--- src/rtl/mips_defs.sv ---
// Shared definitions for the MIPS32 fetch front end: reset vector, ROM
// geometry, the NOP encoding and the fetch state encoding.
package mips_defs;

  localparam logic [31:0] RESET_PC_DEF = 32'h0000_0000;
  localparam int          ROM_AW_DEF   = 14;
  localparam logic [31:0] NOP          = 32'h0000_0000;

  typedef enum logic {
    S_BOOT = 1'b0,
    S_RUN  = 1'b1
  } fetch_state_t;

  // ROM words are stored little-endian; decode expects the reversed order.
  function automatic logic [31:0] byte_swap(input logic [31:0] word);
    return {word[7:0], word[15:8], word[23:16], word[31:24]};
  endfunction

endpackage

--- src/rtl/if_id_reg.sv ---
// IF/ID pipeline register: captures the fetched instruction and its PC,
// with clear (reset/flush) taking priority over hold (stall).
module if_id_reg
  import mips_defs::*;
(
  input  logic        clk,
  input  logic        rst,
  input  logic        flush,
  input  logic        stall,
  input  logic [31:0] fetch_pc,
  input  logic [31:0] fetch_inst,
  input  logic        fetch_valid,
  input  logic        fetch_adel,
  output logic [31:0] id_pc,
  output logic [31:0] id_inst,
  output logic        id_valid,
  output logic        id_adel
);

  always_ff @(posedge clk) begin
    if (rst || flush) begin
      id_pc    <= 32'h0000_0000;
      id_inst  <= NOP;
      id_valid <= 1'b0;
      id_adel  <= 1'b0;
    end else if (!stall) begin
      id_pc    <= fetch_pc;
      id_inst  <= fetch_inst;
      id_valid <= fetch_valid;
      id_adel  <= fetch_adel;
    end
  end

endmodule

--- src/rtl/if_stage.sv ---
// Instruction-fetch stage: program counter, boot FSM, synchronous ROM
// addressing and the IF/ID register feeding decode.
module if_stage
  import mips_defs::*;
#(
  parameter logic [31:0] RESET_PC  = RESET_PC_DEF,
  parameter int          ROM_AW    = ROM_AW_DEF,
  parameter bit          BYTE_SWAP = 1'b1
) (
  input  logic              clk,
  input  logic              rst,
  input  logic              stall,
  input  logic              flush,
  input  logic [31:0]       new_pc,
  input  logic              branch_flag,
  input  logic [31:0]       branch_target,
  output logic              rom_ce,
  output logic [ROM_AW-1:0] rom_addr,
  input  logic [31:0]       rom_data,
  output logic [31:0]       pc,
  output logic [31:0]       id_pc,
  output logic [31:0]       id_inst,
  output logic              id_valid,
  output logic              id_adel
);

  fetch_state_t state;
  fetch_state_t state_next;
  logic [31:0]  pc_next;
  logic [31:0]  fetch_inst;
  logic         fetch_valid;
  logic         fetch_adel;

  // One boot cycle lets the ROM latch the reset vector before pc advances.
  always_comb begin
    state_next = state;
    if (rst) begin
      state_next = S_BOOT;
    end else if (state == S_BOOT) begin
      state_next = S_RUN;
    end
  end

  always_comb begin
    pc_next = pc + 32'd4;
    if (rst) begin
      pc_next = RESET_PC;
    end else if (flush) begin
      pc_next = new_pc;
    end else if (state == S_BOOT || stall) begin
      pc_next = pc;
    end else if (branch_flag) begin
      pc_next = branch_target;
    end
  end

  always_ff @(posedge clk) begin
    if (rst) begin
      pc    <= RESET_PC;
      state <= S_BOOT;
    end else begin
      pc    <= pc_next;
      state <= state_next;
    end
  end

  // ROM is addressed with pc_next so its data lines up with pc on the same edge.
  assign rom_ce   = ~rst;
  assign rom_addr = pc_next[ROM_AW+1:2];

  always_comb begin
    fetch_valid = (state == S_RUN);
    fetch_adel  = (pc[1:0] != 2'b00) && (state == S_RUN);
    fetch_inst  = BYTE_SWAP ? byte_swap(rom_data) : rom_data;
    if (fetch_adel) begin
      fetch_inst = NOP;
    end
  end

  if_id_reg u_if_id_reg (
    .clk         (clk),
    .rst         (rst),
    .flush       (flush),
    .stall       (stall),
    .fetch_pc    (pc),
    .fetch_inst  (fetch_inst),
    .fetch_valid (fetch_valid),
    .fetch_adel  (fetch_adel),
    .id_pc       (id_pc),
    .id_inst     (id_inst),
    .id_valid    (id_valid),
    .id_adel     (id_adel)
  );

endmodule

--- config.mk ---
export PLATFORM = sky130hd
export DESIGN_NAME = if_stage
export DESIGN_NICKNAME = d
export VERILOG_FILES = /design/src/rtl/mips_defs.sv /design/src/rtl/if_id_reg.sv /design/src/rtl/if_stage.sv
export SDC_FILE = /design/constraint.sdc
export NUM_CORES = 1
export LEC_CHECK = 0
export ABC_AREA = 1
export CORE_MARGIN = 1
export CORE_UTILIZATION = 39
export CTS_CLUSTER_DIAMETER = 50
export DETAILED_ROUTE_END_ITERATION = 10
export PLACE_DENSITY_LB_ADDON = 0.2
export SLEW_MARGIN = 20
export SYNTH_ARGS = -nofsm -noshare
export SYNTH_HDL_FRONTEND = slang
export SYNTH_SLANG_ARGS = --single-unit
export TNS_END_PERCENT = 20
--- constraint.sdc ---
create_clock -name clk -period 4.2 [get_ports clk]
set_input_delay 0.42 -clock clk [delete_from_list [all_inputs] [get_ports clk]]
set_output_delay 0.42 -clock clk [all_outputs]
set_load 0.01 [all_outputs]
* Word level (Yosys, flattened, before mapping) *
Index checks and enable logic that the tools add are counted.

storage, ports and cells
  flip-flop bits (word level) = 99
  bits in latches = 0
  memory bits (writable) = 0
  ROM bits = 0
  input bits = 101
  output and inout port bits = 113
  logic and storage cells = 21
  memories kept = 0

operators by class
  add/subtract/negate cells = 1
  $mul = 0
  div/mod/pow operators = 0
  order comparisons = 0
  eq/ne operators = 1
  shift-type cells = 0
  multiplexer cells = 6
  bitwise logic cells = 2
  reductions and logical operators = 4

operator list
  kind                                            number
  2-to-1 mux 32 bit                               4
  adder 32 x 3 -> 32 bit (second input constant)  1
  2-to-1 mux 16 bit                               1
  logical OR 1 bit                                2
  != test 2 bit (second input constant)           1
  NOT 1 bit                                       2
  nonzero test 2 bit                              1
  logical AND 1 bit                               1
  2-to-1 mux 1 bit                                1

* Logic depth before layout (Yosys ltp) *
Gate-level depths: netlist of the first run.

  depth after elaboration = 5
  gate-level depth with buffers = 10
  depth with buffers taken out = 10

* Modules after synthesis *
A second synthesis of the first run with hierarchy kept.

unflattened totals
  cells, all modules = 947
  area total of the unflattened synthesis = 5592.9 sq um

by module, submodules not included
  module     instances  cells each  area each (sq um)  seq. area each (sq um)
  if_stage   1          528         2871.5             660.6
  if_id_reg  1          419         2721.4             1321.3

* Worst setup path before layout of the first run *
OpenSTA, ideal clock, no wires.

  path kind = reg-to-output
  start point = reg pc[3]
  end point = out rom_addr[12]
  data arrival time = 1.517 ns
  required time = 3.780 ns
  setup slack = 2.263 ns
  cell stages (with the launch flop) = 9
  buffers on the path = 0
  cell sequence = dfxtp_1 -> ha_1 -> nand2_2 -> nor2_4 -> nand2_4 -> nor2_4 -> xor2_1 -> nand2_1 -> a21oi_1

between the ends
  longest elaborated chain between the ends = 5

RTL lines
  element                   line            source
  start: declaration        if_stage.sv:20  output logic [31:0] pc,
  start signal: assignment  if_stage.sv:62  pc <= pc_next;
  adder 32 x 3 -> 32 bit    if_stage.sv:45  pc_next = pc + 32'd4;
  2-to-1 mux 32 bit         if_stage.sv:52  end else if (branch_flag) begin
  2-to-1 mux 32 bit         if_stage.sv:50  end else if (state == S_BOOT || stall) begin
  2-to-1 mux 32 bit         if_stage.sv:48  end else if (flush) begin
  2-to-1 mux 16 bit         if_stage.sv:46  if (rst) begin
  end: declaration          if_stage.sv:18  output logic [ROM_AW-1:0] rom_addr,

No other way between the ends. The select of a mux whose other input is x is not followed.

* Worst setup path after layout of the first run *
  start point = in flush
  end point = out rom_addr[0]

between the ends
  longest elaborated chain between the ends = 2

RTL lines
  element             line            source
  start: declaration  if_stage.sv:13  input logic flush,
  2-to-1 mux 32 bit   if_stage.sv:48
  2-to-1 mux 16 bit   if_stage.sv:46

No other way between the ends.

==> impl_metrics.yaml, run 1 <==
floorplan:
  pin_count: 214
  core.rowCount: 40
  fp.dieArea_mm2: 0.0129
  floorplan.die.width_um: 114
  initial_utilization: 0.402
  die-height_um: 114
  design.core.area_mm2: 0.0121
clock_tree:
  clk_transition_reported_paths_ns: 0.07
  cts_hold_repair.buffers: 0
  postCtsResizedCells: 0
  tritoncts: "done"
  cts-root-to-sink-buffers: 2
  insertion_delay_ns: 0.35
  cts_htree_levels: 3
  post_cts_setup_buffer_count: 0
  cts.sink_count: 99
  numCtsBuffers: 9
  cts_root_buf: "sky130_fd_sc_hd__clkbuf_16"
synthesis:
  syn-instance-count: 724
  yosysSeqAreaShare: 0.407
  netlist-cell-type-count: 30
  synthesized_flop_and_latch_total: 99
  syn-cell-area_mm2: 0.00487
  yosysWarnings: 0
  syn_avg_cell_area_um2: 6.72
  synth_nets: 826
layout:
  final_area_mm2: 0.00749
  n_fill_cell: 1125
  post_route_cells_drive_above_1_share: 0.0615
  most_common_library_cell_in_the_layout_ignoring_fill_and_taps: "sky130_fd_sc_hd__clkdlybuf4s50_1"
  number_of_nets_in_the_layout: 1024
  areaGrowthSynthToFinish_pct: 53.9
  final_util: 0.618
  most_frequent_cells_in_the_layout: "sky130_fd_sc_hd__clkdlybuf4s50_1 (213), sky130_fd_sc_hd__nand2_1 (210), sky130_fd_sc_hd__a21oi_1 (114), sky130_fd_sc_hd__dfxtp_1 (99), sky130_fd_sc_hd__nor2_1 (77)"
  antenna-diode-count: 0
critical_path:
  stage_delay_of_the_slowest_cell_on_the_critical_path_ns: 0.57
  r2r-end: "pc[28]"
  timing.reg2reg.setup_slack_ns: 2.43
  reg2regPathDepth: 10
  slowest_stage: "sky130_fd_sc_hd__clkdlybuf4s50_1"
  crit_path_cell_trace: "clkdlybuf4s50_1 -> inv_2 -> nand2_1 -> buf_4 -> o221ai_1 -> nand2_1 -> inv_1 -> clkdlybuf4s50_1"
  crit_type: "primary input to output port"
  worst-endpoint-required_ns: 3.78
  worst_ep_arrival_time_ns: 2.84
  end_kind: "output port"
  worstPathMaxFanout: 17
  r2r_start: "pc[3]"
  critPathLaunchType: "primary input"
timing:
  tightestPinTransition_ns: 0.635
  setup_tns_ns: 0
  layout_min_cycle_time_ns: 3.26
  setup_viol_count_final: 0
  timing.slew.headroom: 0.576
  max_slew_vio_count: 0
  finClkSkew_ns: 0.00649
  setup_repair_after_global_routing_missed_its_margin: "no"
  finalWorstSetupSlack_ns: 0.937
  report.final.hold_viol_count: 0
  portion_of_the_clock_cycle_consumed_by_the_worst_path_in_the_final_layout: 0.777
  fmax_ghz: 0.306
  worst_hold_slack_after_final_layout_ns: 0.464
placed_design:
  dp_slack_ns: 0.990
  count_of_input_and_output_buffers: 213
  place_congestion: 0.887
  hpwlAfterDp_um: 11900
  post_dp_cell_area_mm2: 0.00714
drt:
  drcViolationCount: 0
  drt_first_iter_violations: 356
  detail-route-antenna-nets: 0
  totalWireLength_um: 16200
  avgRoutedWirePerCell_um: 14.8
  drt_pre_antenna_iters: 5
  detailroute.via_count: 5409
  vias_per_cell: 4.94
power_and_ir_drop:
  p_comb_frac: 0.179
  power.switching_fraction: 0.256
  power_switching_mw: 0.624
  p_seq_frac: 0.422
  power-per-cell-area_mw_per_mm2: 326
  power.share.clock: 0.399
  power.static_leakage_nw: 2.79
  irDropWorstVdd_v: 0.000231
  power_report.internal_total_mw: 1.81
run_status:
  outcome: "finished, final reports clean"
flow_run:
  cap_viol_max_count: 0
hold_path:
  holdPathStages: 2
  min_delay_worst_endpoint: "u_if_id_reg.id_inst[7]"
  timing.hold.worst.start: "u_if_id_reg.id_inst[7]"
  min_path_type: "flip-flop to flip-flop"
global_route:
  pin_count_of_the_biggest_net_entering_global_routing: 55
  grt_first_pass_wirelength_um: 25800
  overflow_left_after_global_routing: 0
  global_route.usage.total: 0.255
  number_of_global_route_vias_before_repair: 4978
  antenna_found_initial: 0
metal layers:
layer,global-route usage,share of wire
met3,0.0553,0.081
met1,0.348,0.46
met2,0.385,0.43
met4,0.111,0.029
met5,0,0
how the worst max path moves through the flow:
stage	start	cells after the start	slack, ns	to
after detailed placement	flush	8	0.99	rom_addr[0]
after global routing	flush	8	0.76	rom_addr[0]
after CTS	flush	8	0.98	rom_addr[0]
after floorplan	pc[3]	8	2.26	rom_addr[12]
after global placement	flush	8	1.01	rom_addr[0]
final	flush	8	0.94	rom_addr[0]
cells in the mapped netlist (all sizes together):
library cell | instances | area share
nand2 | 219 | 0.18
a21oi | 117 | 0.12
dfxtp | 99 | 0.41
nor2 | 88 | 0.085
inv | 51 | 0.039
o21ai | 51 | 0.052
nand3 | 32 | 0.034
clkbuf | 24 | 0.019
buf | 13 | 0.014
o221ai | 13 | 0.023
xnor2 | 5 | 0.0090
a211oi | 3 | 0.0057
a311oi | 2 | 0.0036
clkinv | 2 | 0.0015
xor2 | 2 | 0.0036
ha | 1 | 0.0026
nand4 | 1 | 0.0013
or2 | 1 | 0.0013
final cells by class:
type                    count  area (µm²)  share of cell area
well taps                 168         210              0.0281
multi-input cells         535        2530               0.338
clock buffers              11         243              0.0324
inverters                  53         199              0.0266
flip-flops and latches     99        1980               0.265
clock inverters             5         108              0.0144
repair buffers            224        2210               0.296
kinds of logic (layout without fill, tap and decap cells):
family | count (synthesis) | in the layout | synth area share
and+or+nand+nor | 341 | 341 | 0.298
AOI/OAI and AO/OA | 186 | 186 | 0.207
DFF | 99 | 99 | 0.407
buffers and inverters | 90 | 293 | 0.0730
xor gates and xnor gates | 7 | 7 | 0.0126
adders and majority gates | 1 | 1 | 0.00257
worst max-delay path: cells and delay by family:
family / cells / cell delay, ns
AO/OA/AOI/OAI: 1 / 0.19
AND/OR/NAND/NOR: 2 / 0.47
buffers and inverters: 5 / 1.75
sequential cells by signal (all words and copies together), names as in the netlist:
signal                cells
u_if_id_reg.id_pc        32
fetch_valid               1
pc                       32
u_if_id_reg.id_valid      1
u_if_id_reg.id_inst      32
u_if_id_reg.id_adel       1
stage by stage:
step,std cells,power (mW)
2_1_floorplan,724,1.23
3_3_place_gp,1079,1.48
3_5_place_dp,1079,1.48
4_1_cts,1095,2.45
5_1_grt,1095,2.54
6_report,1095,2.44
power by group through the flow:
stage                     combinational [mW]  sequential (mW)  clock [mW]
final                                  0.437             1.03       0.972
after global routing                   0.477             1.03        1.02
after CTS                              0.438             1.03       0.988
after detailed placement               0.435             1.05           0
after global placement                 0.434             1.05           0
after floorplan                        0.170             1.06           0
Power figures use the tool's default switching activity.
==> run 2, diff against run 1 <==
Settings changed: CORE_UTILIZATION 39 to 38.
Clock period 4.2 ns to 2.7 ns, I/O delays scaled along.
==> run 2 against run 1 <==
Power grew 48%. Final cell count increased by 0.64%. Routed wire length increased by 2.6%. Setup slack got worse by 0.81 ns. Combinational power is 58% higher. Global-route usage down 0.55 points. Utilization fell by 0.52 points. Largest cell class unchanged. Largest power group unchanged. Highest routed layer unchanged.
==> impl_metrics.yaml, run 2 (synthesis results as in run 1) <==
run_status:
  outcome: "finished, final reports clean"
layout:
  areaGrowthSynthToFinish_pct: 54.5
  number_of_nets_in_the_layout: 1031
  largestRegisters: "pc (32), u_if_id_reg.id_inst (32), u_if_id_reg.id_pc (32)"
  n_fill_cell: 1140
  post_route_cells_drive_above_1_share: 0.0814
  final_cell_count_no_fill: 1102
  antenna-diode-count: 0
  most_common_library_cell_in_the_layout_ignoring_fill_and_taps: "sky130_fd_sc_hd__clkdlybuf4s50_1"
  most_frequent_cells_in_the_layout: "sky130_fd_sc_hd__clkdlybuf4s50_1 (210), sky130_fd_sc_hd__nand2_1 (209), sky130_fd_sc_hd__a21oi_1 (113), sky130_fd_sc_hd__dfxtp_1 (90), sky130_fd_sc_hd__nor2_1 (77)"
critical_path:
  stage_delay_of_the_slowest_cell_on_the_critical_path_ns: 0.55
  critPathLaunchType: "flip-flop"
  crit_type: "flip-flop to output port"
  slowest_stage: "sky130_fd_sc_hd__clkdlybuf4s50_1"
  critical-path-top-delay-family: "simple AND/OR/NAND/NOR gates"
  crit_path_cell_trace: "nand2_1 -> nor2_4 -> nand2_4 -> nor2_4 -> xor2_1 -> nand2_1 -> a21oi_1 -> clkdlybuf4s50_1"
  worst_ep_arrival_time_ns: 2.31
  worst-path-stages: 8
  critical_path_launch_point: "pc[8]"
  end_kind: "output port"
  worstPathMaxFanout: 6
  r2r_start: "pc[3]"
  reg2regPathDepth: 10
  worstSetupEndpoint: "rom_addr[11]"
  worst-endpoint-required_ns: 2.43
  critPathBufInv: 1
  r2r-end: "pc[28]"
  timing.reg2reg.setup_slack_ns: 1.13
drt:
  drt_pre_antenna_iters: 5
  drt_first_iter_violations: 335
  detail-route-antenna-nets: 0
  vias_per_cell: 4.94
  drcViolationCount: 0
  avgRoutedWirePerCell_um: 15.0
  detailroute.via_count: 5446
  totalWireLength_um: 16600
global_route:
  antenna_found_initial: 0
  number_of_global_route_vias_before_repair: 4992
  grt_first_pass_wirelength_um: 25600
  pin_count_of_the_biggest_net_entering_global_routing: 55
  overflow_left_after_global_routing: 0
  global_route.usage.total: 0.249
hold_path:
  min_path_type: "primary input to flip-flop"
timing:
  setup_tns_ns: 0
  fmax_ghz: 0.388
  setup_repair_after_global_routing_missed_its_margin: "no"
  setup_viol_count_final: 0
  report.final.hold_viol_count: 0
  max_slew_vio_count: 0
  tightestPinTransition_ns: 0.495
  finClkSkew_ns: 0.00979
  portion_of_the_clock_cycle_consumed_by_the_worst_path_in_the_final_layout: 0.954
  timing.slew.headroom: 0.670
  layout_min_cycle_time_ns: 2.58
placed_design:
  place_congestion: 0.927
  hpwlAfterDp_um: 12400
  count_of_input_and_output_buffers: 213
  placed_cells_incl_taps: 1083
clock_tree:
  cts-root-to-sink-buffers: 2
  insertion_delay_ns: 0.35
  tritoncts: "done"
  cts_htree_levels: 3
  cts_root_buf: "sky130_fd_sc_hd__clkbuf_16"
  cts.sink_count: 99
  clk_transition_reported_paths_ns: 0.07
  numCtsBuffers: 9
flow_run:
  cap_viol_max_count: 0
floorplan:
  fp.dieArea_mm2: 0.0133
  design.core.area_mm2: 0.0123
  initial_utilization: 0.397
  floorplan.die.width_um: 115
  core.rowCount: 40
  pin_count: 214
  die-height_um: 115
power_and_ir_drop:
  power.static_leakage_nw: 2.82
  power-per-cell-area_mw_per_mm2: 479
  irDropWorstVdd_v: 0.000304
run 2: cell types whose count changed in the layout (fill, tap and decap cells not counted), sizes merged:
cell / previous run / this run
buf: 11 / 19
clkdlybuf4s50: 213 / 210
clkinvlp: 0 / 3
bufinv: 3 / 1
dlymetal6s2s: 0 / 2
clkinv: 3 / 2
run 2: area by class of cell:
cell class	count	area, µm²	area share
Clock buffer	11	233	0.0310
Multi-Input combinational cell	535	2540	0.338
Clock inverter	5	61.3	0.00815
Timing Repair Buffer	231	2280	0.303
Tap cell	168	210	0.0280
Sequential cell	99	1990	0.265
Inverter	53	199	0.0265
run 2: what timing repair did:
action | 4_1_cts | 5_1_grt
resized for setup | 2 | 12
hold buffers | 0 | 0
setup buffers | 3 | 0
pin swaps | 1 | 1
setup endpoints to repair | 1 | 6
run 2: worst min path at each step:
stage | startpoint | end | slack (ns) | depth (start not counted)
3_5_place_dp | u_if_id_reg.id_inst[31] | u_if_id_reg.id_inst[31] | 0.45 | 2
5_1_grt | stall | u_if_id_reg.id_valid | 0.28 | 4
4_1_cts | stall | u_if_id_reg.id_valid | 0.26 | 4
2_1_floorplan | rom_data[14] | u_if_id_reg.id_inst[22] | 0.41 | 2
6_report | stall | u_if_id_reg.id_valid | 0.26 | 4
3_3_place_gp | u_if_id_reg.id_inst[31] | u_if_id_reg.id_inst[31] | 0.44 | 2
run 2: report_power, final:
part	total [mW]	switching [mW]	leakage, nW	internal, mW
clock network	1.31	0.586	0.132	0.723
logic	0.691	0.328	1.88	0.363
registers	1.60	0.0727	0.813	1.53
run 2: stage by stage:
step           setup slack (ns)   util  cell area (µm²)  hold WS (ns)  power [mW]
6_report                  0.125  0.613             7520         0.263        3.60
5_1_grt                 0.00354  0.613             7520         0.282        3.75
4_1_cts                  0.0215  0.611             7500         0.258        3.61
3_5_place_dp              0.191  0.585             7180         0.451        2.32
3_3_place_gp              0.202  0.585             7180         0.443        2.32
2_1_floorplan             0.913      -             4870         0.414        1.91
run 2: per-layer routing:
metal	GRT usage	wire length [µm]	vias to the layer above
met5	0	0	-
met4	0.0719	253	0
met3	0.0659	1360	20
met2	0.395	7390	214
met1	0.333	7580	2438
li1	-	-	2774
run 2: worst register-to-register path: cells and delay by family, from the launching register on:
kind                     cells  cell delay [ns]
adder cells (fa/ha/maj)      1             0.21
AND/OR/NAND/NOR              8             0.85
AO/OA/AOI/OAI                1             0.05
flip-flops                   1             0.37
